--- src/rtl/alu_pipe_unit.sv ---
// alu_pipe_unit: LATENCY-deep pipelined EX-stage integer ALU feeding the CDB.
// Define ALU_PIPE_FLUSH_EN to let flush_i kill every in-flight instruction.
module alu_pipe_unit #(
    parameter int LATENCY         = 1,
    parameter int TAG_W           = 6,
    parameter int DATA_W          = 32,
    parameter int ADDR_W          = 32,
    parameter int ALU_OP_WIDTH    = 4,
    parameter int SRC_A_SEL_WIDTH = 2,
    parameter int SRC_B_SEL_WIDTH = 2,
    localparam int CNT_W          = $clog2(LATENCY + 1)
) (
    input  logic                       clk_i,
    input  logic                       reset_i,
    input  logic                       issue_i,
    output logic                       ready_o,
    input  logic [ADDR_W-1:0]          pc_i,
    input  logic [DATA_W-1:0]          imm_i,
    input  logic [DATA_W-1:0]          src1_i,
    input  logic [DATA_W-1:0]          src2_i,
    input  logic [ALU_OP_WIDTH-1:0]    alu_op_i,
    input  logic [SRC_A_SEL_WIDTH-1:0] src_a_select_i,
    input  logic [SRC_B_SEL_WIDTH-1:0] src_b_select_i,
    input  logic                       if_write_rrf_i,
    input  logic [TAG_W-1:0]           rrf_tag_i,
    input  logic [TAG_W-1:0]           rob_tag_i,
    input  logic                       wb_grant_i,
    input  logic                       flush_i,
    output logic [DATA_W-1:0]          result_o,
    output logic [TAG_W-1:0]           rrf_tag_o,
    output logic [TAG_W-1:0]           rob_tag_o,
    output logic                       rob_we_o,
    output logic                       rrf_we_o,
    output logic [CNT_W-1:0]           inflight_o
);

    localparam int SH_W = $clog2(DATA_W);

    localparam logic [ALU_OP_WIDTH-1:0] OP_ADD  = ALU_OP_WIDTH'(0);
    localparam logic [ALU_OP_WIDTH-1:0] OP_SUB  = ALU_OP_WIDTH'(1);
    localparam logic [ALU_OP_WIDTH-1:0] OP_SLL  = ALU_OP_WIDTH'(2);
    localparam logic [ALU_OP_WIDTH-1:0] OP_SLT  = ALU_OP_WIDTH'(3);
    localparam logic [ALU_OP_WIDTH-1:0] OP_SLTU = ALU_OP_WIDTH'(4);
    localparam logic [ALU_OP_WIDTH-1:0] OP_XOR  = ALU_OP_WIDTH'(5);
    localparam logic [ALU_OP_WIDTH-1:0] OP_SRL  = ALU_OP_WIDTH'(6);
    localparam logic [ALU_OP_WIDTH-1:0] OP_SRA  = ALU_OP_WIDTH'(7);
    localparam logic [ALU_OP_WIDTH-1:0] OP_OR   = ALU_OP_WIDTH'(8);
    localparam logic [ALU_OP_WIDTH-1:0] OP_AND  = ALU_OP_WIDTH'(9);
    localparam logic [ALU_OP_WIDTH-1:0] OP_PASB = ALU_OP_WIDTH'(10);

    localparam logic [SRC_A_SEL_WIDTH-1:0] SRCA_RS1 = SRC_A_SEL_WIDTH'(0);
    localparam logic [SRC_A_SEL_WIDTH-1:0] SRCA_PC  = SRC_A_SEL_WIDTH'(1);

    localparam logic [SRC_B_SEL_WIDTH-1:0] SRCB_RS2 = SRC_B_SEL_WIDTH'(0);
    localparam logic [SRC_B_SEL_WIDTH-1:0] SRCB_IMM = SRC_B_SEL_WIDTH'(1);
    localparam logic [SRC_B_SEL_WIDTH-1:0] SRCB_4   = SRC_B_SEL_WIDTH'(2);

    typedef struct packed {
        logic [DATA_W-1:0] result;
        logic [TAG_W-1:0]  rrf_tag;
        logic [TAG_W-1:0]  rob_tag;
        logic              wr_rrf;
    } stage_t;

    logic [DATA_W-1:0]   op_a;
    logic [DATA_W-1:0]   op_b;
    logic [SH_W-1:0]     sh;
    logic [DATA_W-1:0]   alu_res;
    stage_t              issue_pay;
    logic [LATENCY-1:0]  valid_q, valid_d;
    stage_t [LATENCY-1:0] pay_q, pay_d;
    logic [LATENCY-1:0]  adv;
    logic                kill;

`ifdef ALU_PIPE_FLUSH_EN
    assign kill = flush_i;
`else
    logic unused_flush;
    assign unused_flush = flush_i;
    assign kill = 1'b0;
`endif

    always_comb begin
        op_a = '0;
        case (src_a_select_i)
            SRCA_RS1: op_a = src1_i;
            SRCA_PC:  op_a = DATA_W'(pc_i);
            default:  op_a = '0;
        endcase
    end

    always_comb begin
        op_b = '0;
        case (src_b_select_i)
            SRCB_RS2: op_b = src2_i;
            SRCB_IMM: op_b = imm_i;
            SRCB_4:   op_b = DATA_W'(4);
            default:  op_b = '0;
        endcase
    end

    assign sh = op_b[SH_W-1:0];

    always_comb begin
        alu_res = '0;
        case (alu_op_i)
            OP_ADD:  alu_res = op_a + op_b;
            OP_SUB:  alu_res = op_a - op_b;
            OP_SLL:  alu_res = op_a << sh;
            OP_SLT:  alu_res = {{(DATA_W-1){1'b0}}, $signed(op_a) < $signed(op_b)};
            OP_SLTU: alu_res = {{(DATA_W-1){1'b0}}, op_a < op_b};
            OP_XOR:  alu_res = op_a ^ op_b;
            OP_SRL:  alu_res = op_a >> sh;
            OP_SRA:  alu_res = DATA_W'($signed(op_a) >>> sh);
            OP_OR:   alu_res = op_a | op_b;
            OP_AND:  alu_res = op_a & op_b;
            OP_PASB: alu_res = op_b;
            default: alu_res = '0;
        endcase
    end

    assign issue_pay = '{result:  alu_res,
                         rrf_tag: rrf_tag_i,
                         rob_tag: rob_tag_i,
                         wr_rrf:  if_write_rrf_i};

    // A stage may move when a grant frees the tail or any later stage is a bubble.
    always_comb begin : adv_calc
        logic full;
        adv = '0;
        full = 1'b1;
        for (int k = 0; k < LATENCY; k++) begin
            full = 1'b1;
            for (int j = k; j < LATENCY; j++) begin
                full = full & valid_q[j];
            end
            adv[k] = wb_grant_i | ~full;
        end
    end

    assign ready_o = adv[0];

    always_comb begin
        valid_d = valid_q;
        pay_d   = pay_q;
        if (adv[0]) begin
            valid_d[0] = issue_i;
            if (issue_i) begin
                pay_d[0] = issue_pay;
            end
        end
        for (int k = 1; k < LATENCY; k++) begin
            if (adv[k]) begin
                valid_d[k] = valid_q[k-1];
                pay_d[k]   = pay_q[k-1];
            end
        end
        if (kill) begin
            valid_d = '0;
        end
    end

    always_ff @(posedge clk_i) begin
        if (reset_i) begin
            valid_q <= '0;
            pay_q   <= '0;
        end else begin
            valid_q <= valid_d;
            pay_q   <= pay_d;
        end
    end

    always_comb begin
        inflight_o = '0;
        for (int k = 0; k < LATENCY; k++) begin
            inflight_o = inflight_o + CNT_W'(valid_q[k]);
        end
    end

    assign result_o  = pay_q[LATENCY-1].result;
    assign rrf_tag_o = pay_q[LATENCY-1].rrf_tag;
    assign rob_tag_o = pay_q[LATENCY-1].rob_tag;
    assign rob_we_o  = valid_q[LATENCY-1];
    assign rrf_we_o  = valid_q[LATENCY-1] & wb_grant_i
                     & pay_q[LATENCY-1].wr_rrf & ~kill;

endmodule

--- config.mk ---
export PLATFORM = sky130hd
export DESIGN_NAME = alu_pipe_unit
export DESIGN_NICKNAME = d
export VERILOG_FILES = /design/src/rtl/alu_pipe_unit.sv
export SDC_FILE = /design/constraint.sdc
export NUM_CORES = 1
export LEC_CHECK = 0
export CORE_MARGIN = 10
export CORE_UTILIZATION = 61
export DETAILED_ROUTE_END_ITERATION = 10
export GPL_TIMING_DRIVEN = 1
export PLACE_DENSITY = 0.9
export SYNTH_ARGS = -nofsm -noshare
export SYNTH_HDL_FRONTEND = slang
export SYNTH_SLANG_ARGS = --single-unit
--- constraint.sdc ---
create_clock -name clk_i -period 6 [get_ports clk_i]
set_input_delay 0.9 -clock clk_i [delete_from_list [all_inputs] [get_ports clk_i]]
set_output_delay 0.9 -clock clk_i [all_outputs]
set_load 0.01 [all_outputs]
== Yosys cells after proc, flatten, opt, wreduce, memory -nomap -nowiden ==
Cells that the tools add are included.

* Add/sub/neg operators: 2
* Order comparisons: 2
* Eq/ne operators: 13
* Shift operators: 3
* Multiplexer cells: 3
* Bitwise logic cells: 7
* Reductions and logical operators: 4

{| class="wikitable"
|+ Operators by type and width
! cell !! count
|-
| $pmux W32 S11 || 1
|-
| $pmux W32 S3 || 1
|-
| $lt A32 B32 Y1 || 2
|-
| $pmux W32 S2 || 1
|-
| $add A32 B32 Y32 || 1
|-
| $and A32 B32 Y32 || 1
|-
| $or A32 B32 Y32 || 1
|-
| $shl A32 B5 Y32 || 1
|-
| $shr A32 B5 Y32 || 1
|-
| $sshr A32 B5 Y32 || 1
|-
| $sub A32 B32 Y32 || 1
|-
| $xor A32 B32 Y32 || 1
|-
| $eq A4 B3 Y1 const B || 4
|-
| $eq A4 B4 Y1 const B || 3
|-
| $eq A4 B2 Y1 const B || 2
|-
| $eq A2 B1 Y1 const B || 2
|-
| $eq A4 B1 Y1 const B || 1
|-
| $logic_not A2 Y1 || 2
|-
| $logic_not A4 Y1 || 1
|-
| $and A1 B1 Y1 || 2
|-
| $eq A2 B2 Y1 const B || 1
|-
| $reduce_and A2 Y1 || 1
|-
| $not A1 Y1 || 1
|-
| $or A1 B1 Y1 || 1
|}

* Register bits: 46
* Input port bits: 154
* Logic and storage cells: 39

== Longest topological paths before layout ==
Gate-level depths: netlist of run 1.

* Depth in word-level cells: 4
* Depth in mapped cells: 19
* Gate-level depth less buffers: 16

== Least setup slack after synthesis of run 1 ==
OpenSTA, ideal clock, no wires.

* Kind: input-to-reg
* Start: in src_b_select_i[0]
* End: reg pay_q, in the netlist result_o[25]
* Library setup time: 134 ps
* Arrival time: 4245 ps
* Data required time: 5866 ps
* Slack: 1621 ps
* Stages: 17
* Path buffers: 5
* Path through: buf_6 -> mux2i_1 -> or2_2 -> clkbuf_1 -> clkbuf_1 -> clkbuf_1 -> ha_1 -> buf_2 -> o31ai_1 -> a21o_1 -> a211oi_2 -> o21ai_2 -> a21oi_4 -> o41a_1 -> a221o_1 -> o21ai_1 -> a311oi_1

* Word-level cells in the longest chain between the ends: 4
* Elaborated cells between the ends (all ways): 13
* Classes of those cells: add/sub (2); eq/ne (2); shift (3); mux (2); bitwise (3); reduce/logical (1)

{| class="wikitable"
|+ RTL lines
! what !! line !! RTL
|-
| start: declaration || 23 || <nowiki>input logic [SRC_B_SEL_WIDTH-1:0] src_b_select_i,</nowiki>
|-
| $eq A2 B2 Y1 (tied with other cells) || 94 || <nowiki>case (src_b_select_i)</nowiki>
|-
| $pmux W32 S3 (*) || 94 ||
|-
| $sub A32 B32 Y32 (tied with other cells) || 108 || <nowiki>OP_SUB: alu_res = op_a - op_b;</nowiki>
|-
| $pmux W32 S11 (*) || 106 || <nowiki>case (alu_op_i)</nowiki>
|-
| end signal: assignment || 169 || <nowiki>pay_q <= pay_d;</nowiki>
|-
| end: declaration || 71 || <nowiki>stage_t [LATENCY-1:0] pay_q, pay_d;</nowiki>
|}

Mark *: on every way between the ends. The rest lies on a longest branch, timed or not.
A chain may end at the register's enable or synchronous reset.

== Final worst setup path of run 1 ==
* Start: in src_b_select_i[1]
* End: reg pay_q, in the netlist result_o[31]

The elaborated chain is that of the path after synthesis.

==> results of run 1 <==
sequential cells by signal, summed over array words and instances (netlist names):
register and count:
result_o 32, pay_q 1, rob_tag_o 6, rrf_tag_o 6, rob_we_o 1
where the power goes:
part	switching [uW]	internal (uW)
Combinational	841	497
Sequential	12.0	321
Clock	157	158
Total	1010	976
worst max-delay path, delay by kind of cell:
family / cells / cell delay (ns)
AOI/OAI and AO/OA: 8 / 2.13
buffers and inverters: 3 / 1.24
and+or+nand+nor: 3 / 0.51
adders and majority gates: 1 / 0.34
muxes: 1 / 0.14
metrics by stage:
step,hold slack [ns],setup slack (ns)
floorplan,0.432,1.62
global placement,0.442,0.937
detailed placement,0.447,0.815
CTS,0.457,1.12
global route,0.480,0.769
finish,0.454,0.949
logic make-up (layout without fill, tap and decap cells):
group / after synthesis / count (layout)
DFF: 46 / 46
muxes: 191 / 191
xor gates and xnor gates: 14 / 14
adders and majority gates: 99 / 99
and+or+nand+nor: 569 / 569
buffers and inverters: 270 / 363
AOI/OAI and AO/OA: 563 / 563
metal layers:
layer,part of all wire (%),GRT usage [%],up-vias
li1,-,-,6529
met1,35,48.9,6687
met2,42,61.7,1340
met3,14,11.6,354
met4,9.1,29.0,0
met5,0,0,-
cell usage after synthesis, types with 8 or more instances:
master | instances | share of area, %
ha_1 | 97 | 10
nor3_1 | 34 | 1.4
buf_1 | 9 | 0.28
a211oi_1 | 33 | 2.1
o22ai_1 | 22 | 1.2
nand2b_1 | 13 | 0.68
mux2_2 | 8 | 0.75
a22oi_1 | 10 | 0.63
o221ai_1 | 16 | 1.2
xnor2_1 | 13 | 0.95
nor2_1 | 198 | 6.2
a21o_1 | 17 | 1.1
a221o_1 | 11 | 0.92
o21ai_1 | 28 | 1.2
buf_2 | 38 | 1.6
clkbuf_1 | 65 | 2.0
o21bai_1 | 9 | 0.57
buf_6 | 8 | 0.75
nor2_2 | 9 | 0.47
mux2i_1 | 177 | 15
nor2b_1 | 12 | 0.63
inv_2 | 10 | 0.31
inv_1 | 87 | 2.7
dfxtp_1 | 46 | 7.7
o211ai_1 | 18 | 1.1
nand2_1 | 214 | 6.7
a21oi_1 | 157 | 6.6
or2_2 | 8 | 0.42
nand3_1 | 29 | 1.2
and3_1 | 19 | 1.0
o21ai_0 | 78 | 3.3
o31ai_1 | 15 | 0.94
buf_4 | 50 | 3.1
a31oi_1 | 17 | 0.89
a311oi_1 | 10 | 0.73
a221oi_1 | 33 | 2.4
area by class of cell:
type / instances / share of cell area (%)
Multi-Input combinational cell: 1436 / 69.9
Timing Repair Buffer: 257 / 17.4
Sequential cell: 46 / 6.61
Inverter: 98 / 2.64
Tap cell: 265 / 2.38
Clock buffer: 5 / 0.898
Clock inverter: 3 / 0.180
worst paths after layout:
path                          endpoint  slack (ns)
max          result_o[31]$_SDFFE_PP0P_        0.95
min          rob_tag_o[3]$_SDFFE_PP0P_        0.45
max reg2reg  result_o[24]$_SDFFE_PP0P_        2.79
min reg2reg  rob_tag_o[3]$_SDFFE_PP0P_        0.45
==> summary.md, run 1 <==
| Metric | Value |
|---|---|
| Status | `completed` |
| Drt pass-1 iters | `7` |
| Largest net degree at the start of global routing | `70` |
| Slew @ Worst Pin | `1.26 ns` |
| Final-report hold violation count | `0` |
| Slew Viols, Final | `0` |
| Number of synthesis warnings | `0` |
| Vias in the first global route | `13900` |
| CP Cell Sequence | `clkdlybuf4s50_1 > nor2_1 > o21ai_4 > inv_2 > ha_1 > nand2b_1 > o2111ai_2 > nand3_1 > a21oi_1 > a2111oi_0 > buf_4 > o22ai_1 > o21ai_1 > a221o_1 > mux2i_1 > a311oi_1` |
| Relative slew slack | `15.3%` |
| RSZ-0062 raised after global routing | `false` |
| Port Buffer Count | `200` |
| CORE AREA | `19300 sq um` |
| DP Area | `13800 sq um` |
| GP Congestion | `1.20` |
| Multi-input gate area | `9730 sq um` |
| FF+latch count, synth | `46` |
| Setup TNS | `0 ns` |
| H-tree depth | `2` |
| Synth Area in Compound Gates | `32.3%` |
| Die outline height | `160 microns` |
| Tmin final | `5.05 ns` |
| Crit path launch | `src_b_select_i[1]` |
| Final Power | `1990 uW` |
| Slowest Stage Delay on Critical Path | `0.75 ns` |
| Crit path capture type | `register` |
| # fillers | `1666` |
| Final std cells w/o fill | `2110` |
| Most frequent cells in the layout | `nand2_1, clkdlybuf4s50_1, nor2_1, mux2i_1, a21oi_1` |
| Maximum VDD drop | `0.000135 V` |
| Power Density | `143 nW/um^2` |
| Via count | `14900` |
| Ant diodes | `0` |
| Post-DR vias/cell | `7.07` |
| TritonCTS clock tree | `done` |
| Remaining Overflow, GRT | `0` |
| Post-Synth Simple-Gate Area | `20.8%` |
| # nets final | `2097` |
| Crit path max fanout | `21` |
| Clock Path Buffers | `2` |
| Die Wd | `160 microns` |
| CP startpoint kind | `input pin` |
| Worst r2r path cells | `7` |
| Core Util, Final | `72.0%` |
| Largest family of logic cells by synthesized area | `compound AO/OA/AOI/OAI gates` |
| Total Die Area | `25600 sq um` |
| Ports | `202` |
| 1st-iter DRT viols | `2599` |
| CTS Root Cell | `clkbuf_16` |
| Cts repair resizes | `0` |
| Max-Cap Viols | `0` |
| Final setup viols | `0` |
| Most common cell after layout, fill and taps aside | `nand2_1` |
| Worst-path clk slew | `0.08 ns` |
| Reg-to-Reg Start | `rob_we_o$_SDFFE_PP0N_` |
| Share of cells above drive strength 1 | `7.70%` |
| CTS sink count | `46` |
| First-pass GRT wire length | `83500 microns` |
| Leak Pwr | `0.00585 uW` |
| Area delta synth->final | `16.6%` |
| DRT antenna net count | `0` |
| Row count | `51` |
| Synth Instances | `1752` |
| Wirelength per Cell | `26.5 microns` |
| Final wirelength | `55800 microns` |
| Post-Syn Area | `11900 sq um` |
| XOR/XNOR Fraction of Synth Area | `1.03%` |
| Tcrit/Tclk final | `84.2%` |
| Sequential fraction of the synthesis area | `7.71%` |
| Sequential standard cell area | `921 sq um` |
| Synth Area in Adders | `10.5%` |
| Hold Startpoint | `rob_tag_o[3]$_SDFFE_PP0P_` |
| CTS Hold Bufs | `0` |
| Critical Path RT | `6.21 ns` |
| Mux contribution to synthesized area | `16.5%` |
| Starting Density | `61.8%` |
| Post-synth cell types | `96` |
| CP arrival | `5.26 ns` |
| Placed Instances | `2102` |
| Post-synth ARST share | `0%` |
| Synth Net Count | `2005` |
| Synthesized area per cell | `6.82 sq um` |
| Worst min path class | `register to register` |
| Post-synth EDFFs | `0` |
| Worst clock skew | `0.0105 ns` |
| Num CTS Buffers | `5` |
| Total global-route track usage | `40.9%` |
| Post-route cell area | `13900 sq um` |
| WHS Path Cells | `2` |
| CP max stage cell | `clkdlybuf4s50_1` |
| Dominant synthesized flop cell | `dfxtp_1` |
| Max Clk Rate | `0.198 GHz` |
| DRC | `0` |
| Worst-Skew Late Latency | `0.31 ns` |
| Critical path type | `input pin to register` |
| Post-CTS Setup Inserts | `0` |
| Initial antenna violation count | `0` |
| Placed wire-length estimate | `42800 microns` |
Note: power is estimated with default switching activity, not from simulation.
==> run 2: changes to the inputs <==
--- a/config.mk
+++ b/config.mk
@@ -6,10 +6,10 @@
 export NUM_CORES = 1
 export LEC_CHECK = 0
 export CORE_MARGIN = 10
-export CORE_UTILIZATION = 61
+export CORE_UTILIZATION = 51
 export DETAILED_ROUTE_END_ITERATION = 10
 export GPL_TIMING_DRIVEN = 1
-export PLACE_DENSITY = 0.9
+export PLACE_DENSITY = 0.8
 export SYNTH_ARGS = -nofsm -noshare
 export SYNTH_HDL_FRONTEND = slang
 export SYNTH_SLANG_ARGS = --single-unit
==> constraint.sdc (replaced) <==
create_clock -name clk_i -period 4.2 [get_ports clk_i]
set_input_delay 0.63 -clock clk_i [delete_from_list [all_inputs] [get_ports clk_i]]
set_output_delay 0.63 -clock clk_i [all_outputs]
set_load 0.01 [all_outputs]
==> run 2 against run 1 <==
Routed wire length rose by 11%. Global-route usage fell by 2.1 points. Clock power is 45% higher. Sequential power increased by 43%. Setup slack worse by 0.85 ns. Register-to-register slack got worse by 1.4 ns. Die area up 17%. Largest power group unchanged.
==> summary.md, run 2 (synthesized netlist as in run 1, its figures left out) <==
| Metric | Value |
|---|---|
| Worst-Skew Late Latency | `0.32 ns` |
| Die Wd | `173 microns` |
| Remaining Overflow, GRT | `0` |
| Slew Viols, Final | `0` |
| Most common cell after layout, fill and taps aside | `buf_4` |
| TritonCTS clock tree | `done` |
| Crit path max fanout | `18` |
| Starting Density | `52.3%` |
| Critical path type | `input pin to register` |
| Psw | `1560 uW` |
| Port Buffer Count | `200` |
| Power Density | `200 nW/um^2` |
| Post-DR vias/cell | `6.58` |
| Largest net degree at the start of global routing | `71` |
| Worst clock skew | `0.00597 ns` |
| CP max stage cell | `clkdlybuf4s50_1` |
| DP Area | `15900 sq um` |
| Clock Path Buffers | `2` |
| CTS Root Cell | `clkbuf_16` |
| Maximum VDD drop | `0.000166 V` |
| Internal power | `1690 uW` |
| DRC | `0` |
| Total Die Area | `29900 sq um` |
| Die outline height | `173 microns` |
| Post-route cell area | `16300 sq um` |
| Ports | `202` |
| CTS Hold Bufs | `0` |
| Drt pass-1 iters | `7` |
| Final std cells w/o fill | `2430` |
| Area delta synth->final | `36.3%` |
| Max FFs per register | `32` |
| Slowest Stage Delay on Critical Path | `0.52 ns` |
| Final wirelength | `62100 microns` |
| CORE AREA | `22800 sq um` |
| Worst-path clk slew | `0.08 ns` |
| Max Clk Rate | `0.244 GHz` |
| DRT antenna net count | `0` |
| # nets final | `2369` |
| Worst r2r path cells | `8` |
| Wirelength per Cell | `25.6 microns` |
| CP Cell Sequence | `clkdlybuf4s50_1 > buf_12 > nor2_1 > ha_4 > buf_4 > inv_2 > a21oi_1 > o31ai_1 > buf_4 > o41ai_4 > o311ai_2 > a32oi_2 > o21a_1 > xnor2_1 > a221oi_1 > a221oi_2` |
| GP Congestion | `1.13` |
| Critical Path RT | `4.35 ns` |
| CP most frequent cell | `buf_4` |
| DP Worst Slack | `-0.378 ns` |
| Status | `completed` |
| Placed wire-length estimate | `49000 microns` |
| Slew @ Worst Pin | `1.30 ns` |
| Tmin final | `4.10 ns` |
| CP arrival | `4.24 ns` |
| Share of cells above drive strength 1 | `21.2%` |
| Sequential share of power | `14.6%` |
| Final setup viols | `0` |
| Combinational fraction of design power | `71.2%` |
| CP startpoint kind | `input pin` |
| Crit path capture type | `register` |
| Max-Cap Viols | `0` |
| Placed Instances | `2422` |
| Post-route setup slack | `0.102 ns` |
| CTS sink count | `46` |
| WHS Path Cells | `2` |
| Initial antenna violation count | `1` |
| Worst min path class | `register to register` |
| Total global-route track usage | `38.8%` |
| H-tree depth | `2` |
| Final Power | `3250 uW` |
| Ant diodes | `0` |
| Sw frac | `48.1%` |
| Worst hold slack | `0.456 ns` |
| Post-CTS Setup Inserts | `0` |
| Row count | `55` |
| First-pass GRT wire length | `92000 microns` |
| Clk pwr share | `14.1%` |
| Tcrit/Tclk final | `97.6%` |
| Via count | `16000` |
| 1st-iter DRT viols | `2385` |
| Final-report hold violation count | `0` |
| Num CTS Buffers | `5` |
| Vias in the first global route | `15500` |
| Relative slew slack | `13.6%` |
| Most frequent cells in the layout | `buf_4, nand2_1, clkdlybuf4s50_1, nor2_1, mux2i_1` |
| Leak Pwr | `0.00720 uW` |
-- run 2: cell types whose count changed in the layout (fill, tap and decap cells not counted), sizes merged --
cell           change
clkinvlp           +1
clkinv             -1
buf              +272
dlymetal6s2s       +1
clkdlybuf4s50      -1
-- run 2: cell type report --
cell class,instances,area (sq um)
Clock buffer,5,125
Clock inverter,3,23.8
Fill cell,1986,6560
Inverter,98,368
Multi-Input combinational cell,1436,9930
Sequential cell,46,921
Tap cell,313,392
Timing Repair Buffer,529,4520
-- run 2: worst paths after layout --
check / startpoint / endpoint / slack [ns]
worst min-delay path: rrf_tag_o[5]$_SDFFE_PP0P_ / rrf_tag_o[5]$_SDFFE_PP0P_ / 0.46
worst min register to register: rrf_tag_o[5]$_SDFFE_PP0P_ / rrf_tag_o[5]$_SDFFE_PP0P_ / 0.46
worst max-delay path: src_a_select_i[1] / result_o[30]$_SDFFE_PP0P_ / 0.10
worst max register to register: rob_we_o$_SDFFE_PP0N_ / result_o[29]$_SDFFE_PP0P_ / 1.42
-- run 2: critical path, delay by kind of cell --
family,cells,cell delay (ns)
AO/OA/AOI/OAI,8,1.78
XOR/XNOR,1,0.14
buffers and inverters,5,1.12
AND/OR/NAND/NOR,1,0.29
adder cells (fa/ha/maj),1,0.27
-- run 2: repair_timing --
item,4_1_cts,5_1_grt
pin swaps,0,6
setup endpoints to repair,1,15
resized for setup,1,43
-- run 2: power groups by stage --
stage               clock [uW]  sequential, uW  combinational [uW]
floorplan                    0             479                1210
global placement             0             484                2150
detailed placement           0             485                2170
CTS                        458             475                2190
global route               468             478                2440
finish                     458             476                2310
-- run 2: per-layer routing --
metal / share of wire [%] / up-vias / GRT usage (%)
met5: 0 / - / 0
met4: 8.7 / 0 / 28.2
met3: 12 / 342 / 10.4
met2: 43 / 1227 / 60.4
met1: 36 / 7345 / 45.2
li1: - / 7072 / -
-- run 2: per-stage QoR --
stage / util [%] / TNS (ns)
after global placement: 69.7 / -2.39
after CTS: 70.4 / 0
final: 71.3 / 0
after global routing: 71.3 / -0.0280
after detailed placement: 69.7 / -3.43
after floorplan: - / 0
